### config.mk
export PLATFORM = sky130hd
export DESIGN_NAME = mul_div_unit_flat
export DESIGN_NICKNAME = d
export VERILOG_FILES = /design/src/rtl/mul_div_pkg.sv /design/src/rtl/mul_div_if.sv /design/src/rtl/mul_div_operand_prep.sv /design/src/rtl/mul_div_unit.sv /design/src/flat_wrapper.sv
export SDC_FILE = /design/constraint.sdc
export NUM_CORES = 2
export LEC_CHECK = 0
export CAP_MARGIN = 10
export CORE_MARGIN = 2
export CORE_UTILIZATION = 43
export CTS_CLUSTER_DIAMETER = 120
export DETAILED_ROUTE_END_ITERATION = 8
export PLACE_DENSITY = 0.62
export SLEW_MARGIN = 15
export SYNTH_ARGS = -nofsm -noshare
export SYNTH_HDL_FRONTEND = slang
export SYNTH_HIERARCHICAL = 1
export SYNTH_SLANG_ARGS = --single-unit
### constraint.sdc
create_clock -name i_clk -period 4.9 [get_ports i_clk]
set_clock_uncertainty 0.2 [all_clocks]
set_input_delay 1.47 -clock i_clk [delete_from_list [all_inputs] [get_ports i_clk]]
set_output_delay 1.47 -clock i_clk [all_outputs]
set_load 0.01 [all_outputs]
### src/rtl/mul_div_pkg.sv
// mul_div_pkg: shared encodings and constants for the iterative multiply/divide unit
package mul_div_pkg;
  typedef enum logic [2:0] {MUL, MULH, MULHSU, MULHU, DIV, DIVU, REM, REMU} func_e;
  typedef enum logic [1:0] {IDLE, ITER, FIX, DONE} state_e;
  localparam int W_LEN = 32;
  localparam int MUL_DIV_MIN_XLEN = 32;
endpackage

### src/rtl/mul_div_if.sv
// mul_div_if: request/response bundle between the control unit and the multiply/divide unit
interface mul_div_if #(parameter int XLEN = 64);
  logic            i_start;
  logic [2:0]      i_func_3;
  logic            i_word;
  logic [XLEN-1:0] i_rs1;
  logic [XLEN-1:0] i_rs2;
  logic            i_flush;
  logic            o_busy;
  logic            o_done;
  logic [XLEN-1:0] o_result;
  modport master (output i_start, i_func_3, i_word, i_rs1, i_rs2, i_flush, input o_busy, o_done, o_result);
  modport slave (input i_start, i_func_3, i_word, i_rs1, i_rs2, i_flush, output o_busy, o_done, o_result);
endinterface

### src/rtl/mul_div_operand_prep.sv
// mul_div_operand_prep: word truncation, operand magnitudes/signs and fast-path detection
module mul_div_operand_prep import mul_div_pkg::*; #(
  parameter int XLEN = 64
) (
  input  func_e           func_i,
  input  logic            word_i,
  input  logic [XLEN-1:0] rs1_i,
  input  logic [XLEN-1:0] rs2_i,
  output logic            word_o,
  output logic [XLEN-1:0] a_mag_o,
  output logic [XLEN-1:0] b_mag_o,
  output logic            a_neg_o,
  output logic            b_neg_o,
  output logic            fast_o,
  output logic [XLEN-1:0] fast_val_o
);
  logic a_sgn, b_sgn, dz, ovf;
  logic [XLEN-1:0] a_ext, b_ext;
  // MULH* have no word form, so the word flag is dropped for them
  always_comb begin
    word_o = word_i && !(func_i inside {MULH, MULHSU, MULHU}) && XLEN > MUL_DIV_MIN_XLEN;
    a_sgn = func_i inside {MULH, MULHSU, DIV, REM};
    b_sgn = func_i inside {MULH, DIV, REM};
    a_ext = word_o ? (a_sgn ? XLEN'($signed(rs1_i[W_LEN-1:0])) : XLEN'(rs1_i[W_LEN-1:0])) : rs1_i;
    b_ext = word_o ? (b_sgn ? XLEN'($signed(rs2_i[W_LEN-1:0])) : XLEN'(rs2_i[W_LEN-1:0])) : rs2_i;
    a_neg_o = a_sgn && a_ext[XLEN-1];
    b_neg_o = b_sgn && b_ext[XLEN-1];
    a_mag_o = a_neg_o ? -a_ext : a_ext;
    b_mag_o = b_neg_o ? -b_ext : b_ext;
    dz = func_i[2] && b_ext == '0;
    ovf = func_i inside {DIV, REM} && &b_ext &&
          (word_o ? a_ext[W_LEN-1:0] == 32'h8000_0000 : a_ext == {1'b1, {(XLEN-1){1'b0}}});
    fast_o = dz || ovf;
    fast_val_o = dz ? (func_i[1] ? a_ext : '1) : (func_i[1] ? '0 : a_ext);
  end
endmodule

### src/rtl/mul_div_unit.sv
// mul_div_unit: radix-2 iterative RV64M multiply/divide with word variants and fast paths
module mul_div_unit import mul_div_pkg::*; #(
  parameter int XLEN = 64
) (
  input logic     i_clk,
  input logic     i_arstn,
  mul_div_if.slave bus
);
  localparam int CW = $clog2(XLEN);
  state_e state_q, state_d;
  func_e func_q;
  logic word_q, a_neg_q, b_neg_q, fast_q, accept, ge;
  logic [CW-1:0] cnt_q;
  logic [XLEN-1:0] mcand_q, res_q, load_lo, mul_res, quo, remv, raw, res;
  logic [2*XLEN-1:0] acc_q, prod;
  logic [XLEN:0] rem_q, sum, rs, diff;
  logic p_word, p_a_neg, p_b_neg, p_fast;
  logic [XLEN-1:0] p_a_mag, p_b_mag, p_fast_val;
  mul_div_operand_prep #(.XLEN(XLEN)) u_prep (
    .func_i(func_e'(bus.i_func_3)),
    .word_i(bus.i_word),
    .rs1_i(bus.i_rs1),
    .rs2_i(bus.i_rs2),
    .word_o(p_word),
    .a_mag_o(p_a_mag),
    .b_mag_o(p_b_mag),
    .a_neg_o(p_a_neg),
    .b_neg_o(p_b_neg),
    .fast_o(p_fast),
    .fast_val_o(p_fast_val)
  );
  assign accept = bus.i_start && (state_q == DONE || (state_q == IDLE && !bus.i_flush));
  assign bus.o_busy = state_q == ITER || state_q == FIX;
  assign bus.o_done = state_q == DONE;
  assign bus.o_result = res_q;
  // iteration step, initial load value and final sign/half/word selection
  always_comb begin
    load_lo = p_fast ? p_fast_val : bus.i_func_3[2] ? (p_word ? p_a_mag << (XLEN - W_LEN) : p_a_mag) : p_b_mag;
    sum = {1'b0, acc_q[2*XLEN-1:XLEN]} + (acc_q[0] ? {1'b0, mcand_q} : '0);
    rs = {rem_q[XLEN-1:0], acc_q[XLEN-1]};
    diff = rs - {1'b0, mcand_q};
    ge = !diff[XLEN];
    prod = (a_neg_q ^ b_neg_q) ? -acc_q : acc_q;
    mul_res = func_q == MUL ? (word_q ? XLEN'(prod[XLEN-W_LEN +: W_LEN]) : prod[XLEN-1:0]) : prod[2*XLEN-1:XLEN];
    quo = (a_neg_q ^ b_neg_q) ? -acc_q[XLEN-1:0] : acc_q[XLEN-1:0];
    remv = XLEN'(a_neg_q ? -rem_q : rem_q);
    raw = fast_q ? acc_q[XLEN-1:0] : func_q[2] ? (func_q[1] ? remv : quo) : mul_res;
    res = word_q ? XLEN'($signed(raw[W_LEN-1:0])) : raw;
  end
  // state register
  always_ff @(posedge i_clk or negedge i_arstn) begin
    if (!i_arstn) state_q <= IDLE;
    else state_q <= state_d;
  end
  // next state; flush beats both counter expiry and a start in IDLE
  always_comb begin
    state_d = state_q;
    case (state_q)
      IDLE, DONE: state_d = accept ? (p_fast ? FIX : ITER) : IDLE;
      ITER: state_d = bus.i_flush ? IDLE : (cnt_q == '0 ? FIX : ITER);
      FIX: state_d = bus.i_flush ? IDLE : DONE;
      default: state_d = IDLE;
    endcase
  end
  // operand capture, shift-add / restoring shift-subtract, result register
  always_ff @(posedge i_clk or negedge i_arstn) begin
    if (!i_arstn) begin
      func_q <= MUL;
      word_q <= 1'b0;
      a_neg_q <= 1'b0;
      b_neg_q <= 1'b0;
      fast_q <= 1'b0;
      cnt_q <= '0;
      mcand_q <= '0;
      acc_q <= '0;
      rem_q <= '0;
      res_q <= '0;
    end else begin
      if (accept) begin
        func_q <= func_e'(bus.i_func_3);
        word_q <= p_word;
        a_neg_q <= p_a_neg;
        b_neg_q <= p_b_neg;
        fast_q <= p_fast;
        cnt_q <= p_word ? CW'(W_LEN - 1) : CW'(XLEN - 1);
        mcand_q <= bus.i_func_3[2] ? p_b_mag : p_a_mag;
        acc_q <= {{XLEN{1'b0}}, load_lo};
        rem_q <= '0;
      end else if (state_q == ITER) begin
        cnt_q <= cnt_q - CW'(1);
        acc_q <= func_q[2] ? {acc_q[2*XLEN-1:XLEN], acc_q[XLEN-2:0], ge} : {sum, acc_q[XLEN-1:1]};
        rem_q <= func_q[2] ? (ge ? diff : rs) : rem_q;
      end
      if (state_q == FIX && !bus.i_flush) res_q <= res;
    end
  end
endmodule

### src/flat_wrapper.sv
// flat-port wrapper written by rule: the top's interface ports become plain ports
module mul_div_unit_flat import mul_div_pkg::*;
#(
  parameter int XLEN = 64
)
  (i_clk, i_arstn, bus_i_start, bus_i_func_3, bus_i_word, bus_i_rs1, bus_i_rs2, bus_i_flush, bus_o_busy, bus_o_done, bus_o_result);
  mul_div_if #(.XLEN(XLEN)) bus_i ();
  input logic i_clk;
  input logic i_arstn;
  input wire logic [$bits(bus_i.i_start)-1:0] bus_i_start;
  input wire logic [$bits(bus_i.i_func_3)-1:0] bus_i_func_3;
  input wire logic [$bits(bus_i.i_word)-1:0] bus_i_word;
  input wire logic [$bits(bus_i.i_rs1)-1:0] bus_i_rs1;
  input wire logic [$bits(bus_i.i_rs2)-1:0] bus_i_rs2;
  input wire logic [$bits(bus_i.i_flush)-1:0] bus_i_flush;
  output wire logic [$bits(bus_i.o_busy)-1:0] bus_o_busy;
  output wire logic [$bits(bus_i.o_done)-1:0] bus_o_done;
  output wire logic [$bits(bus_i.o_result)-1:0] bus_o_result;
  assign bus_i.i_start = bus_i_start;
  assign bus_i.i_func_3 = bus_i_func_3;
  assign bus_i.i_word = bus_i_word;
  assign bus_i.i_rs1 = bus_i_rs1;
  assign bus_i.i_rs2 = bus_i_rs2;
  assign bus_i.i_flush = bus_i_flush;
  assign bus_o_busy = bus_i.o_busy;
  assign bus_o_done = bus_i.o_done;
  assign bus_o_result = bus_i.o_result;
  mul_div_unit #(.XLEN(XLEN)) u_core (.i_clk(i_clk), .i_arstn(i_arstn), .bus(bus_i));
endmodule
Yosys cells after proc, flatten, opt, wreduce, memory -nomap -nowiden
Index checks and enable logic that the tools add are counted.
{"block": "op_classes", "n_eq_ne": 11, "bitwise_logic": 1, "n_reduce_logical": 29, "n_addsub": 8, "muxes": 40}
{"cell": "64-bit 2-to-1 mux", "count": 26}
{"cell": "128-bit 2-to-1 mux", "count": 4}
{"cell": "64-bit negation", "count": 4}
{"cell": "128-bit negation", "count": 1}
{"cell": "64-bit by 65-bit adder with 65-bit output", "count": 1}
{"cell": "65-bit by 64-bit subtractor with 65-bit output", "count": 1}
{"cell": "64-bit == test, second input constant", "count": 1}
{"cell": "64-bit zero test", "count": 1}
{"cell": "64-bit AND reduction", "count": 1}
{"cell": "32-bit == test, second input constant", "count": 1}
{"cell": "6-bit 2-to-1 mux", "count": 3}
{"cell": "2-bit 2-to-1 mux", "count": 5}
{"cell": "1-bit logical AND", "count": 9}
{"cell": "3-bit by 2-bit == test with 1-bit output, second input constant", "count": 2}
{"cell": "3-bit == test, second input constant", "count": 2}
{"cell": "6-bit zero test", "count": 1}
{"cell": "2-bit one-hot mux with 3 select lines", "count": 1}
{"cell": "2-bit nonzero test", "count": 3}
{"cell": "3-bit nonzero test", "count": 2}
{"cell": "6-bit by 1-bit subtractor with 6-bit output, second input constant", "count": 1}
{"cell": "2-bit == test, second input constant", "count": 2}
{"cell": "2-bit AND reduction", "count": 2}
{"cell": "4-bit nonzero test", "count": 1}
{"cell": "3-bit by 1-bit == test with 1-bit output, second input constant", "count": 1}
{"cell": "other kinds (9)", "count": 13}
{"block": "totals", "output_inout_bits": 66, "in_bits": 136, "wordCells": 101, "regBits": 335}

Longest topological paths before layout
{"block": "logic_depth", "ltp_word": 12, "ltp_mapped": 16, "depth_no_buf": 14}

By module
Netlist, hierarchy kept.
{"mod": "mul_div_unit", "cells_each": 4175, "seq_area_each_um2": 8383.0, "n_inst": 1, "area_per_inst_um2": 31311.3}
{"mod": "mul_div_operand_prep", "cells_each": 838, "seq_area_each_um2": 0.0, "n_inst": 1, "area_per_inst_um2": 5168.7}

Worst setup path after synthesis
OpenSTA, ideal clock, no wires.
{"block": "synth_timing", "path_kind": "input -> register", "startpoint": "input port bus_i_word", "endpoint": "register u_core.acc_q[37]", "slack_ns": -0.001, "cell_stages": 13, "path_buffers": 7, "t_arrival_ns": 4.565, "cell_sequence": "clkbuf_1 > o21ai_0 > inv_2 > clkbuf_1 > clkbuf_1 > clkbuf_1 > clkbuf_1 > clkbuf_1 > buf_1 > mux2i_1 > a21oi_1 > a211oi_1 > a21oi_1"}
{"block": "synth_via", "elab_chain_cells": 8, "word_cells_on_any_way": 25, "cone_classes": "add/sub: 2; eq/ne: 2; mux: 12; reduce/logical: 9"}
{"item": "start, declared", "line_no": "flat_wrapper.sv:12", "text": "input wire logic [$bits(bus_i.i_word)-1:0] bus_i_word;"}
{"item": "1-bit logical AND (*)", "line_no": "mul_div_operand_prep.sv:21", "text": "word_o = word_i && !(func_i inside {MULH, MULHSU, MULHU}) && XLEN > MUL_DIV_MIN_XLEN;"}
{"item": "net u_core.p_word", "line_no": "mul_div_unit.sv:17", "text": "logic p_word, p_a_neg, p_b_neg, p_fast;"}
{"item": "64-bit 2-to-1 mux (on tied branches)", "line_no": "mul_div_operand_prep.sv:24, mul_div_operand_prep.sv:25"}
{"item": "64-bit negation, or another cell as far along", "line_no": "mul_div_operand_prep.sv:28", "text": "a_mag_o = a_neg_o ? -a_ext : a_ext;"}
{"item": "64-bit 2-to-1 mux, or another cell as far along", "line_no": "mul_div_operand_prep.sv:28"}
{"item": "64-bit 2-to-1 mux or 1-bit logical AND (tied branches)", "line_no": "mul_div_unit.sv:38, mul_div_operand_prep.sv:31"}
{"item": "64-bit 2-to-1 mux or 1-bit logical OR (tied branches)", "line_no": "mul_div_unit.sv:38, mul_div_operand_prep.sv:33"}
{"item": "64-bit 2-to-1 mux (*)", "line_no": "mul_div_unit.sv:38", "text": "load_lo = p_fast ? p_fast_val : bus.i_func_3[2] ? (p_word ? p_a_mag << (XLEN - W_LEN) : p_a_mag) : p_b_mag;"}
{"item": "128-bit 2-to-1 mux (*)", "line_no": "mul_div_unit.sv:79", "text": "if (accept) begin"}
{"item": "end signal, assigned", "line_no": "mul_div_unit.sv:87", "text": "acc_q <= {{XLEN{1'b0}}, load_lo};"}
{"item": "end signal, assigned", "line_no": "mul_div_unit.sv:91", "text": "acc_q <= func_q[2] ? {acc_q[2*XLEN-1:XLEN], acc_q[XLEN-2:0], ge} : {sum, acc_q[XLEN-1:1]};"}
{"item": "end, declared", "line_no": "mul_div_unit.sv:15", "text": "logic [2*XLEN-1:0] acc_q, prod;"}
Mark *: on every way through the listed nets, which the timed path passes. The rest lies on a longest branch.
A chain may end at the register's enable or synchronous reset.

Worst setup path after layout
{"block": "layout_timing", "startpoint": "input port bus_i_rs2[26]", "endpoint": "register u_core.acc_q[44]"}
{"block": "layout_via", "word_cells_on_any_way": 14, "cone_classes": "add/sub: 1; mux: 7; reduce/logical: 6"}
{"item": "start, declared", "line_no": "flat_wrapper.sv:14", "text": "input wire logic [$bits(bus_i.i_rs2)-1:0] bus_i_rs2;"}
{"item": "64-bit 2-to-1 mux", "line_no": "mul_div_operand_prep.sv:25", "text": "b_ext = word_o ? (b_sgn ? XLEN'($signed(rs2_i[W_LEN-1:0])) : XLEN'(rs2_i[W_LEN-1:0])) : rs2_i;"}
{"item": "64-bit 2-to-1 mux (*)", "line_no": "mul_div_operand_prep.sv:25"}
{"item": "64-bit negation (*)", "line_no": "mul_div_operand_prep.sv:29", "text": "b_mag_o = b_neg_o ? -b_ext : b_ext;"}
{"item": "64-bit 2-to-1 mux (*)", "line_no": "mul_div_operand_prep.sv:29"}
{"item": "net u_core.p_b_mag[44]", "line_no": "mul_div_unit.sv:18", "text": "logic [XLEN-1:0] p_a_mag, p_b_mag, p_fast_val;"}
{"item": "64-bit 2-to-1 mux (*) (2 in series)", "line_no": "mul_div_unit.sv:38"}
{"item": "128-bit 2-to-1 mux (*)", "line_no": "mul_div_unit.sv:79"}
Marks and branches as above.

==> results.py <==
metrics = {
    "global_route": {
        "grt_max_degree": 115,
        "gr-usage-met1": 0.545,
        "antenna_found_initial": 5,
        "grtUsageMet3": 0.0979,
        "grt_pass1_wl_um": 275000,
        "grt_pass1_vias": 39474,
        "top_usage_layer": "met2",
        "grt_use_met2": 0.640,
        "gr-total-overflow": 0,
        "grt_usage": 0.431,
    },
    "drt": {
        "drc": 0,
        "vias": 42187,
        "drt-total-wl_um": 193000,
        "detail-route-antenna-nets": 0,
        "wire_per_inst_um": 29.2,
        "drt-initial-drc-count": 5628,
        "vias_per_cell": 6.39,
        "first_pass_iters": 7,
    },
    "cts": {
        "htreeDepth": 2,
        "numCtsBuffers": 41,
        "cts_resized": 0,
        "clk_transition_reported_paths_ns": 0.06,
        "worstSkewPairLatency_ns": 0.60,
        "cts_sinks": 335,
        "postCtsHoldBufs": 0,
        "clockRootBuffer": "clkbuf_16",
        "cts_tree": "done",
        "cts_max_path_buffers": 3,
        "post_cts_buffers": 0,
    },
    "synthesis": {
        "synthAdderAreaFrac": 0.0660,
        "synth-seq-cells": 335,
        "yosys-top-cells-area": "dfrtp_1 (23%), a21oi_1 (6.4%), mux2i_1 (6.3%), o21ai_0 (6.2%), nand2_1 (6.0%)",
        "synth_top_family_by_area": "compound AO/OA/AOI/OAI gates",
        "avgSynthCellArea_um2": 7.28,
        "yosys_most_used_dff": "dfrtp_1",
        "synth_edf_count": 0,
        "synthesis.nets": 5289,
        "synthXorXnorAreaFrac": 0.0908,
        "ys_seq_area_frac": 0.230,
        "synth.largest_area_cell": "dfrtp_1",
        "netlist_area_um2": 36500,
        "synth.top_cell.area_share": 0.230,
        "yosysUniqueCellTypes": 95,
        "synth-simple-area-share": 0.218,
        "async_flop_share": 1.00,
        "ys_warn_count": 6,
        "synth-compound-area-share": 0.271,
        "synth.area.mux_share": 0.0652,
        "syn-instance-count": 5013,
    },
    "place": {
        "place_area_um2": 43000,
        "portBuffers": 201,
        "dp_hpwl_um": 155000,
        "place_inst": 6520,
        "place.gp.congestion": 1.14,
        "place_ws_ns": -0.378,
    },
    "power": {
        "p_leak_nw": 19.0,
        "fin_total_pwr_mw": 15.5,
        "powerDensity_nw_per_um2": 349,
        "peakVddDrop_mv": 0.325,
    },
    "sta": {
        "hold_slack_ns": 0.277,
        "worst_slack_ns": 0.138,
        "slew_violations": 0,
        "relSlewSlack": 0.209,
        "fin_crit_ns": 4.76,
        "min_period_over_period": 0.972,
        "hold_viol_final": 0,
        "setup_tns_ns": 0,
        "setup_viol": 0,
        "rsz0062_at_grt": "false",
        "worstMarginPinSlew_ns": 1.18,
        "fmax_mhz": 210,
    },
    "min_path": {
        "hold_path_class": "flip-flop to flip-flop",
        "holdPathStages": 2,
    },
    "critical_path": {
        "crit_path_max_fanout": 5,
        "ff2ff_path_depth": 14,
        "slowest_delay_ns": 0.54,
        "critical_path_buf_inv_count": 4,
        "rrSetupSlack_ns": 0.27,
        "cp_top_family": "simple AND/OR/NAND/NOR gates",
        "critPathLaunchType": "input port",
        "worstPathCellList": "clkdlybuf4s50_1 -> or4_4 -> or3_4 -> buf_4 -> or2_1 -> buf_4 -> nor3_1 -> o32ai_1 -> buf_4 -> nor2_1 -> a211oi_1 -> a211oi_1 -> a21oi_1",
        "crit_type": "input port to flip-flop",
        "cp-end-kind": "flip-flop",
        "crit_arrival_ns": 5.03,
        "worst-path-stages": 13,
        "cp_slowest_cell": "or4_4",
        "crit_path_frequent_cell": "buf_4",
        "required_ns": 5.17,
    },
    "floorplanning": {
        "design.portCount": 202,
        "die_w_um": 295,
        "dieArea_um2": 87200,
        "die_h_um": 295,
        "coreArea_um2": 83800,
        "num_rows": 106,
        "initial_core_util": 0.435,
    },
    "run_status": {
        "status": "completed",
    },
    "layout": {
        "final_design_area_no_fill_um2": 44400,
        "fin_util": 0.530,
        "syn2layout_area_growth_pct": 21.8,
        "nFillCells": 8381,
        "instances_no_fill": 6599,
        "final_net_count": 5705,
        "drive_gt1_frac": 0.133,
    },
    "job": {
        "cap_violations": 0,
    },
}
[cells in the final DEF (no fill, tap or decap), types with 20 or more instances in the layout]
cell	n
clkdlybuf4s50_1	199
o31ai_1	62
a31oi_1	105
and3_1	31
nand2_1	584
dfrtp_1	332
maj3_1	55
xor2_1	168
o21bai_1	31
or4_1	28
o211ai_1	65
o221ai_1	20
xnor2_1	208
mux2i_1	231
buf_4	529
o21ai_0	448
nor2_1	475
a211oi_1	61
a21oi_1	462
or3_1	55
o41ai_1	34
inv_1	164
buf_12	26
or2_2	20
ha_1	137
clkbuf_16	42
o21ai_1	23
a21o_1	70
nor2b_1	33
a221oi_1	22
nor3_1	128
nand2b_1	37
nand3_1	104
nand4_1	63
nor4_1	64
[final timing paths]
check,to,startpoint
setup / recovery,u_core/acc_q[44],bus_i_rs2[26]
hold / removal,u_core/mcand_q[49],u_core/mcand_q[49]
setup reg to reg,u_core/acc_q[110],u_core/acc_q[0]
hold reg to reg,u_core/mcand_q[49],u_core/mcand_q[49]
max in group asynchronous,u_core/rem_q[47],i_arstn
min in group asynchronous,u_core/bus.o_result[59],i_arstn
[where the power goes]
group / switching (mW) / total (mW) / internal, mW / leakage, nW
clock: 1.37 / 3.18 / 1.81 / 0.663
combinational: 5.61 / 8.48 / 2.87 / 14.0
sequential: 0.699 / 3.86 / 3.16 / 4.35
total: 7.68 / 15.5 / 7.83 / 19.0
[tightest hold or removal path, cell delays in order, from the launching register on]
cell	delay, ns
dfrtp_1	0.34
nand2_1	0.05
o21ai_0	0.06
[flip-flops by register name, indices dropped and copies added, names as in the netlist]
| signal | cells |
|---|---|
| u_core/fast_q | 1 |
| u_core/bus.o_result | 64 |
| u_core/state_q | 2 |
| u_core/a_neg_q | 1 |
| u_core/cnt_q | 6 |
| u_core/b_neg_q | 1 |
| u_core/acc_q | 128 |
| u_core/word_q | 1 |
| u_core/rem_q | 64 |
| u_core/func_q | 3 |
| u_core/mcand_q | 64 |
[layer usage]
layer  up-vias  part of all wire
met3       561              0.11
met1     20147              0.38
met2      2426              0.42
li1      19047                 -
met5         -           0.00020
met4         6             0.091
[Yosys cell counts, types with 41 or more instances]
master / count
nor4_1: 64
xnor2_1: 209
a211oi_1: 61
nand3_1: 104
nor3_1: 129
clkbuf_1: 319
ha_1: 138
a21oi_1: 463
o21ai_0: 450
o31ai_1: 62
buf_1: 41
or3_1: 55
nor2_1: 479
inv_1: 165
nand2_1: 585
maj3_1: 55
a31oi_1: 105
xor2_1: 169
mux2i_1: 231
o211ai_1: 65
a21o_1: 70
dfrtp_1: 335
nand4_1: 63
[area by class of cell]
cell class                      instances  area (µm²)  share of cell area
Multi-Input combinational cell       4125       26100               0.587
Sequential cell                       335        8390               0.189
Timing Repair Buffer                  756        6510               0.147
Tap cell                             1134        1420              0.0319
Clock buffer                           56        1170              0.0264
Inverter                              170         639              0.0144
Clock inverter                         20         203             0.00456
Antenna cell                            3        7.51            0.000169
[cell families after synthesis]
family	after synthesis
adder cells (fa/ha/maj)	203
AND/OR/NAND/NOR	1708
flip-flops	335
XOR/XNOR	378
AO/OA/AOI/OAI	1599
multiplexers	237
buffers and inverters	553
(Power assumes the default switching activity.)
